[src/rtl/pc_sequencer.sv]
// pc_sequencer: program-counter stage of the single-cycle core.
// Holds the PC and resolves j/jal/jr/bne/blt/bex redirects from a one-hot decode.
//
// Ports:
//   clock, reset      - rising-edge clock, async active-high reset
//   ctrl[10:0]        - one-hot decode {setx,bex,blt,jr,jal,bne,j,R,addi,sw,lw}
//   imm[16:0]         - signed I-type immediate
//   target[26:0]      - JI-type target
//   alu_ne, alu_lt    - branch compare results from the ALU
//   rd_val[31:0]      - register value used by jr
//   rstatus_nz        - $rstatus != 0, used by bex
//   stall             - mult/div busy, PC must hold
//   pc_out            - registered PC (imem address)
//   pc_plus1          - pc_out + 1, also the jal link value
//   fetch_valid       - instruction at pc_out may retire this cycle
//   taken             - a redirect is selected this cycle
//   ctrl_err          - more than one ctrl bit set this cycle

module pc_sequencer #(
    parameter int          PC_WIDTH = 12,
    parameter logic [PC_WIDTH-1:0] RESET_PC = '0
) (
    input  logic                clock,
    input  logic                reset,
    input  logic [10:0]         ctrl,
    input  logic [16:0]         imm,
    input  logic [26:0]         target,
    input  logic                alu_ne,
    input  logic                alu_lt,
    input  logic [31:0]         rd_val,
    input  logic                rstatus_nz,
    input  logic                stall,
    output logic [PC_WIDTH-1:0] pc_out,
    output logic [PC_WIDTH-1:0] pc_plus1,
    output logic                fetch_valid,
    output logic                taken,
    output logic                ctrl_err
);

    // Decode bit positions.
    localparam int C_J    = 4;
    localparam int C_BNE  = 5;
    localparam int C_JAL  = 6;
    localparam int C_JR   = 7;
    localparam int C_BLT  = 8;
    localparam int C_BEX  = 9;

    // FSM encoding.
    localparam logic [1:0] S_BOOT = 2'b00;
    localparam logic [1:0] S_RUN  = 2'b01;
    localparam logic [1:0] S_HOLD = 2'b10;

    // Branch adder width: wide enough for both the PC and the 17-bit
    // immediate plus one guard bit, then truncated back to PC_WIDTH.
    localparam int XW = ((PC_WIDTH > 17) ? PC_WIDTH : 17) + 1;

    logic [1:0]          state_q, state_d;
    logic [PC_WIDTH-1:0] pc_q, pc_d;

    logic                active;
    logic                multi_hot;
    logic                legal;

    logic                do_jump;
    logic                do_jr;
    logic                do_br;
    logic                redirect;

    logic [XW-1:0]       imm_ext;
    logic [XW-1:0]       pc1_ext;
    logic [XW-1:0]       br_sum;
    logic [PC_WIDTH-1:0] br_target;
    logic [PC_WIDTH-1:0] next_pc;

    logic                unused_bits;

    // ------------------------------------------------------------------
    // Decode qualification
    // ------------------------------------------------------------------

    // x & (x-1) clears the lowest set bit; anything left means >1 bit set.
    assign multi_hot = |(ctrl & (ctrl - 11'd1));
    assign legal     = ~multi_hot;

    // ctrl is only meaningful once the boot cycle has passed.
    assign active = (state_q == S_RUN) || (state_q == S_HOLD);

    assign pc_plus1 = pc_q + {{(PC_WIDTH-1){1'b0}}, 1'b1};

    // ------------------------------------------------------------------
    // Branch target: pc + 1 + sext(imm), modulo 2^PC_WIDTH
    // ------------------------------------------------------------------

    assign imm_ext   = {{(XW-17){imm[16]}}, imm};
    assign pc1_ext   = {{(XW-PC_WIDTH){1'b0}}, pc_plus1};
    assign br_sum    = pc1_ext + imm_ext;
    assign br_target = br_sum[PC_WIDTH-1:0];

    // ------------------------------------------------------------------
    // Redirect selection
    // ------------------------------------------------------------------

    always_comb begin
        do_jump = 1'b0;
        do_jr   = 1'b0;
        do_br   = 1'b0;
        if (legal) begin
            do_jump = ctrl[C_J] | ctrl[C_JAL] | (ctrl[C_BEX] & rstatus_nz);
            do_jr   = ctrl[C_JR];
            do_br   = (ctrl[C_BNE] & alu_ne) | (ctrl[C_BLT] & alu_lt);
        end
    end

    assign redirect = do_jump | do_jr | do_br;

    always_comb begin
        next_pc = pc_plus1;
        unique case (1'b1)
            do_jump: next_pc = target[PC_WIDTH-1:0];
            do_jr:   next_pc = rd_val[PC_WIDTH-1:0];
            do_br:   next_pc = br_target;
            default: next_pc = pc_plus1;
        endcase
    end

    // ------------------------------------------------------------------
    // Boot / run / hold sequencing
    // ------------------------------------------------------------------

    always_comb begin
        state_d = state_q;
        pc_d    = pc_q;
        case (state_q)
            S_BOOT: begin
                state_d = S_RUN;
            end
            S_RUN: begin
                if (stall) begin
                    state_d = S_HOLD;
                end else begin
                    pc_d = next_pc;
                end
            end
            S_HOLD: begin
                // Operands are held stable upstream, so the redirect
                // resolved now is the one for the stalled instruction.
                if (!stall) begin
                    state_d = S_RUN;
                    pc_d    = next_pc;
                end
            end
            default: begin
                state_d = S_BOOT;
                pc_d    = RESET_PC;
            end
        endcase
    end

    always_ff @(posedge clock or posedge reset) begin
        if (reset) begin
            state_q <= S_BOOT;
            pc_q    <= RESET_PC;
        end else begin
            state_q <= state_d;
            pc_q    <= pc_d;
        end
    end

    // ------------------------------------------------------------------
    // Outputs
    // ------------------------------------------------------------------

    assign pc_out      = pc_q;
    assign fetch_valid = (state_q == S_RUN);
    assign taken       = active & redirect;
    assign ctrl_err    = active & multi_hot;

    assign unused_bits = ^{target, rd_val, br_sum};

endmodule

[config.mk]
export PLATFORM = sky130hd
export DESIGN_NAME = pc_sequencer
export DESIGN_NICKNAME = d
export VERILOG_FILES = /design/src/rtl/pc_sequencer.sv
export SDC_FILE = /design/constraint.sdc
export NUM_CORES = 1
export LEC_CHECK = 0
export ABC_AREA = 1
export CORE_ASPECT_RATIO = 2
export CORE_MARGIN = 4
export CORE_UTILIZATION = 30
export CTS_BUF_LIST = sky130_fd_sc_hd__clkbuf_4 sky130_fd_sc_hd__clkbuf_8
export CTS_CLUSTER_DIAMETER = 150
export DETAILED_ROUTE_END_ITERATION = 8
export GPL_TIMING_DRIVEN = 0
export PLACE_DENSITY = 0.62
export SYNTH_ARGS = -nofsm -noshare
export SYNTH_HDL_FRONTEND = slang
export SYNTH_SLANG_ARGS = --single-unit
export TNS_END_PERCENT = 5
[constraint.sdc]
create_clock -name clock -period 3.9 [get_ports clock]
set_input_delay 0.975 -clock clock [delete_from_list [all_inputs] [get_ports clock]]
set_output_delay 0.975 -clock clock [all_outputs]
set_load 0.1 [all_outputs]
==> impl_metrics.yaml <==
run_status:
  status: "completed"
yosys:
  syn_inst: 367
  synth_area_um2: 2248
  synth_fp_nets: 478
  ys_warn_count: 0
  synth.ff_latch_count: 14
  syn_area_per_cell_um2: 6.126
  yosysSeqAreaShare_pct: 15.58
  yosysUniqueCellTypes: 38
timing:
  tightest_slew_ps: 981.8
  fin_crit_sh_pct: 99.66
  tns_ps: 0
  hold_violations: 0
  setup_viol: 0
  finalMaxSlewViolations: 0
  fmax_mhz: 257.3
  timing.slew.headroom_pct: 34.34
  rsz0062_at_grt: "true"
  fin_worst_skew_ps: 4.391
  post-route-min-period_ps: 3887
global_route:
  grt_max_degree: 15
  grt_usage_pct: 17.09
  grt.overflow.total: 0
  first_global_vias: 2685
  grt_pass1_wl_mm: 12.33
  antenna_found_initial: 0
job:
  maxCapViolations: 0
floorplanning:
  die_area_um2: 9028
  core_um2: 7267
  num_rows: 44
  io_pins: 120
  initial_core_util_pct: 30.94
  die_w_um: 69.22
  fp.dieH_um: 130.4
power:
  p_leak_uw: 0.001615
  vdd_ir_drop_max_uv: 410.5
  power.density_nw_per_um2: 388.5
routing:
  wl_met3_um: 348
  avgRoutedWirePerCell_um: 14.11
  drc: 0
  avgViaCountPerCell: 4.826
  antenna_left: 0
  firstDrtPassIters: 4
  wl_met2_mm: 4.477
  wl_met1_mm: 2.415
  drt_iter0_markers: 86
  wirelength_mm: 7.631
  vias: 2611
  top_layer: "met4"
worst_setup_path:
  criticalPathCategory: "in2out"
  cpMaxStageDelayCell: "clkdlybuf4s50_1"
  crit_chain: "clkdlybuf4s50_1 -> nor2_4 -> nand2_2 -> nor2_2 -> nor2_2 -> nor2_1 -> nand3_1 -> nor2_2 -> o31ai_4 -> buf_6 -> nor2_2 -> buf_12"
  cpPeakStageDelay_ps: 470
  crit_path_frequent_cell: "nor2_2"
  cp-end-kind: "primary output"
  crit_required_ps: 2920
  crit_fanout: 10
  cp.arrival_ps: 2910
  reg2reg_depth: 15
  critPathLaunchType: "input pin"
cts:
  cts_setup_buffers: 0
  cts.clk_slew.worst_paths_ps: 50
  cts_max_level: 1
  cts_num_sinks: 14
  insertion_delay_ps: 240
  cts_hold_buf: 0
  clockBufferDepth: 2
  cts_buffers: 3
  cts_tree: "built"
  root_buffer: "clkbuf_8"
layout:
  final_common_cell: "nand2_1"
  nNetsFinal: 561
  drive_gt1_share_pct: 11.58
  multi_input_area_um2: 1703
  regArea_um2: 351.6
  diodes: 0
  layout_common_cells: "nand2_1 (114), clkdlybuf4s50_1 (74), inv_1 (50), nor2_1 (35), nand4_1 (26)"
  synthToLayoutAreaGrowth_pct: 46.52
  layoutNonFillerInstCount: 541
  fillers: 785
placement:
  dp_cells: 537
  port_buffers: 78
  dpl.hpwl_mm: 6.661
  gp_congestion: 0.8903
worst_hold_path:
  min_path_cells: 2
  min_path_type: "reg2reg"
## cell families (layout without fill, tap and decap cells)
kind of cell	after synthesis	count (layout)	synth area share, %
AOI/OAI and AO/OA	38	38	11.63
buffers and inverters	63	145	11.96
DFF	14	14	15.58
muxes	1	1	0.4452
adders and majority gates	18	18	10.35
and+or+nand+nor	220	220	44.96
xor gates and xnor gates	13	13	5.064
## final cells by class
cell class,instances,area share (%)
multi-input combinational,290,51.69
buffer,10,2.127
sequential,14,10.67
tap,92,3.494
clock buffer,4,1.671
inverter,53,6.153
timing repair buffer,78,24.19
## worst max-delay path, delay by kind of cell
kind | cells | cell delay, ps
AND/OR/NAND/NOR | 8 | 940
AO/OA/AOI/OAI | 1 | 150
buffers and inverters | 3 | 840
## registers in the layout, indices dropped and copies added, names as in the netlist
register  count
state_q       2
pc_out       12
## cell usage after synthesis (all sizes together)
library cell  number  area share (%)
nand2            119              20
inv               52             8.7
nor2              47             9.8
nand4             26             7.2
a21oi             22             6.4
nand3             22             5.9
ha                17             9.5
dfrtp             14              16
o21ai              9             2.2
xor2               8             3.1
buf                7             2.6
xnor2              5             1.9
clkbuf             3            0.50
nor3               2            0.45
o21bai             2            0.83
or2                2            0.56
a211oi             1            0.33
a21boi             1            0.33
a21o               1            0.33
and3               1            0.28
clkinv             1            0.17
fa                 1            0.89
mux2i              1            0.45
nand3b             1            0.33
o22ai              1            0.28
o31ai              1            0.95
## what timing repair did
action                                  4_1_cts  5_1_grt
gates resized for setup                      13        4
gates cloned                                  0        0
pin swaps                                     0        0
endpoints found under the setup margin        2        3
## path summary, 6_finish.rpt
check	start	end	slack [ps]
setup / recovery	ctrl[0]	taken	10
hold / removal	pc_out[11]$_DFFE_PP0P_	pc_out[11]$_DFFE_PP0P_	550
setup reg to reg	pc_out[0]$_DFFE_PP0P_	pc_out[7]$_DFFE_PP0P_	980
hold reg to reg	pc_out[11]$_DFFE_PP0P_	pc_out[11]$_DFFE_PP0P_	550
max in group asynchronous	reset	pc_out[0]$_DFFE_PP0P_	2480
min in group asynchronous	reset	pc_out[6]$_DFFE_PP0P_	1050
## stage by stage
step | setup slack (ps) | utilization, % | instance area, µm² | hold slack (ps) | total power, µW
2_1_floorplan | -204.9 | - | 2315 | 551.7 | 897.8
3_3_place_gp | -943.3 | 44.18 | 3211 | 548.2 | 1138
3_5_place_dp | -913.7 | 44.18 | 3211 | 548.8 | 1146
4_1_cts | -8.940 | 45.13 | 3279 | 564.3 | 1287
5_1_grt | -139.6 | 45.33 | 3294 | 594.4 | 1365
6_report | 13.33 | 45.33 | 3294 | 553.9 | 1280
## where the power goes
| group | total (µW) | switching [µW] | internal (µW) |
|---|---|---|---|
| Sequential | 201 | 29.4 | 172 |
| Clock | 136 | 47.0 | 89.2 |
| Combinational | 942 | 686 | 256 |
| Total | 1280 | 762 | 517 |
## layer usage
layer / global-route usage, % / vias to the layer above
met3: 2.450 / 24
li1: - / 1349
met1: 15.02 / 1156
met4: 7.710 / 0
met5: 0 / -
met2: 36.66 / 82
Note: power is estimated with default switching activity, not from simulation.
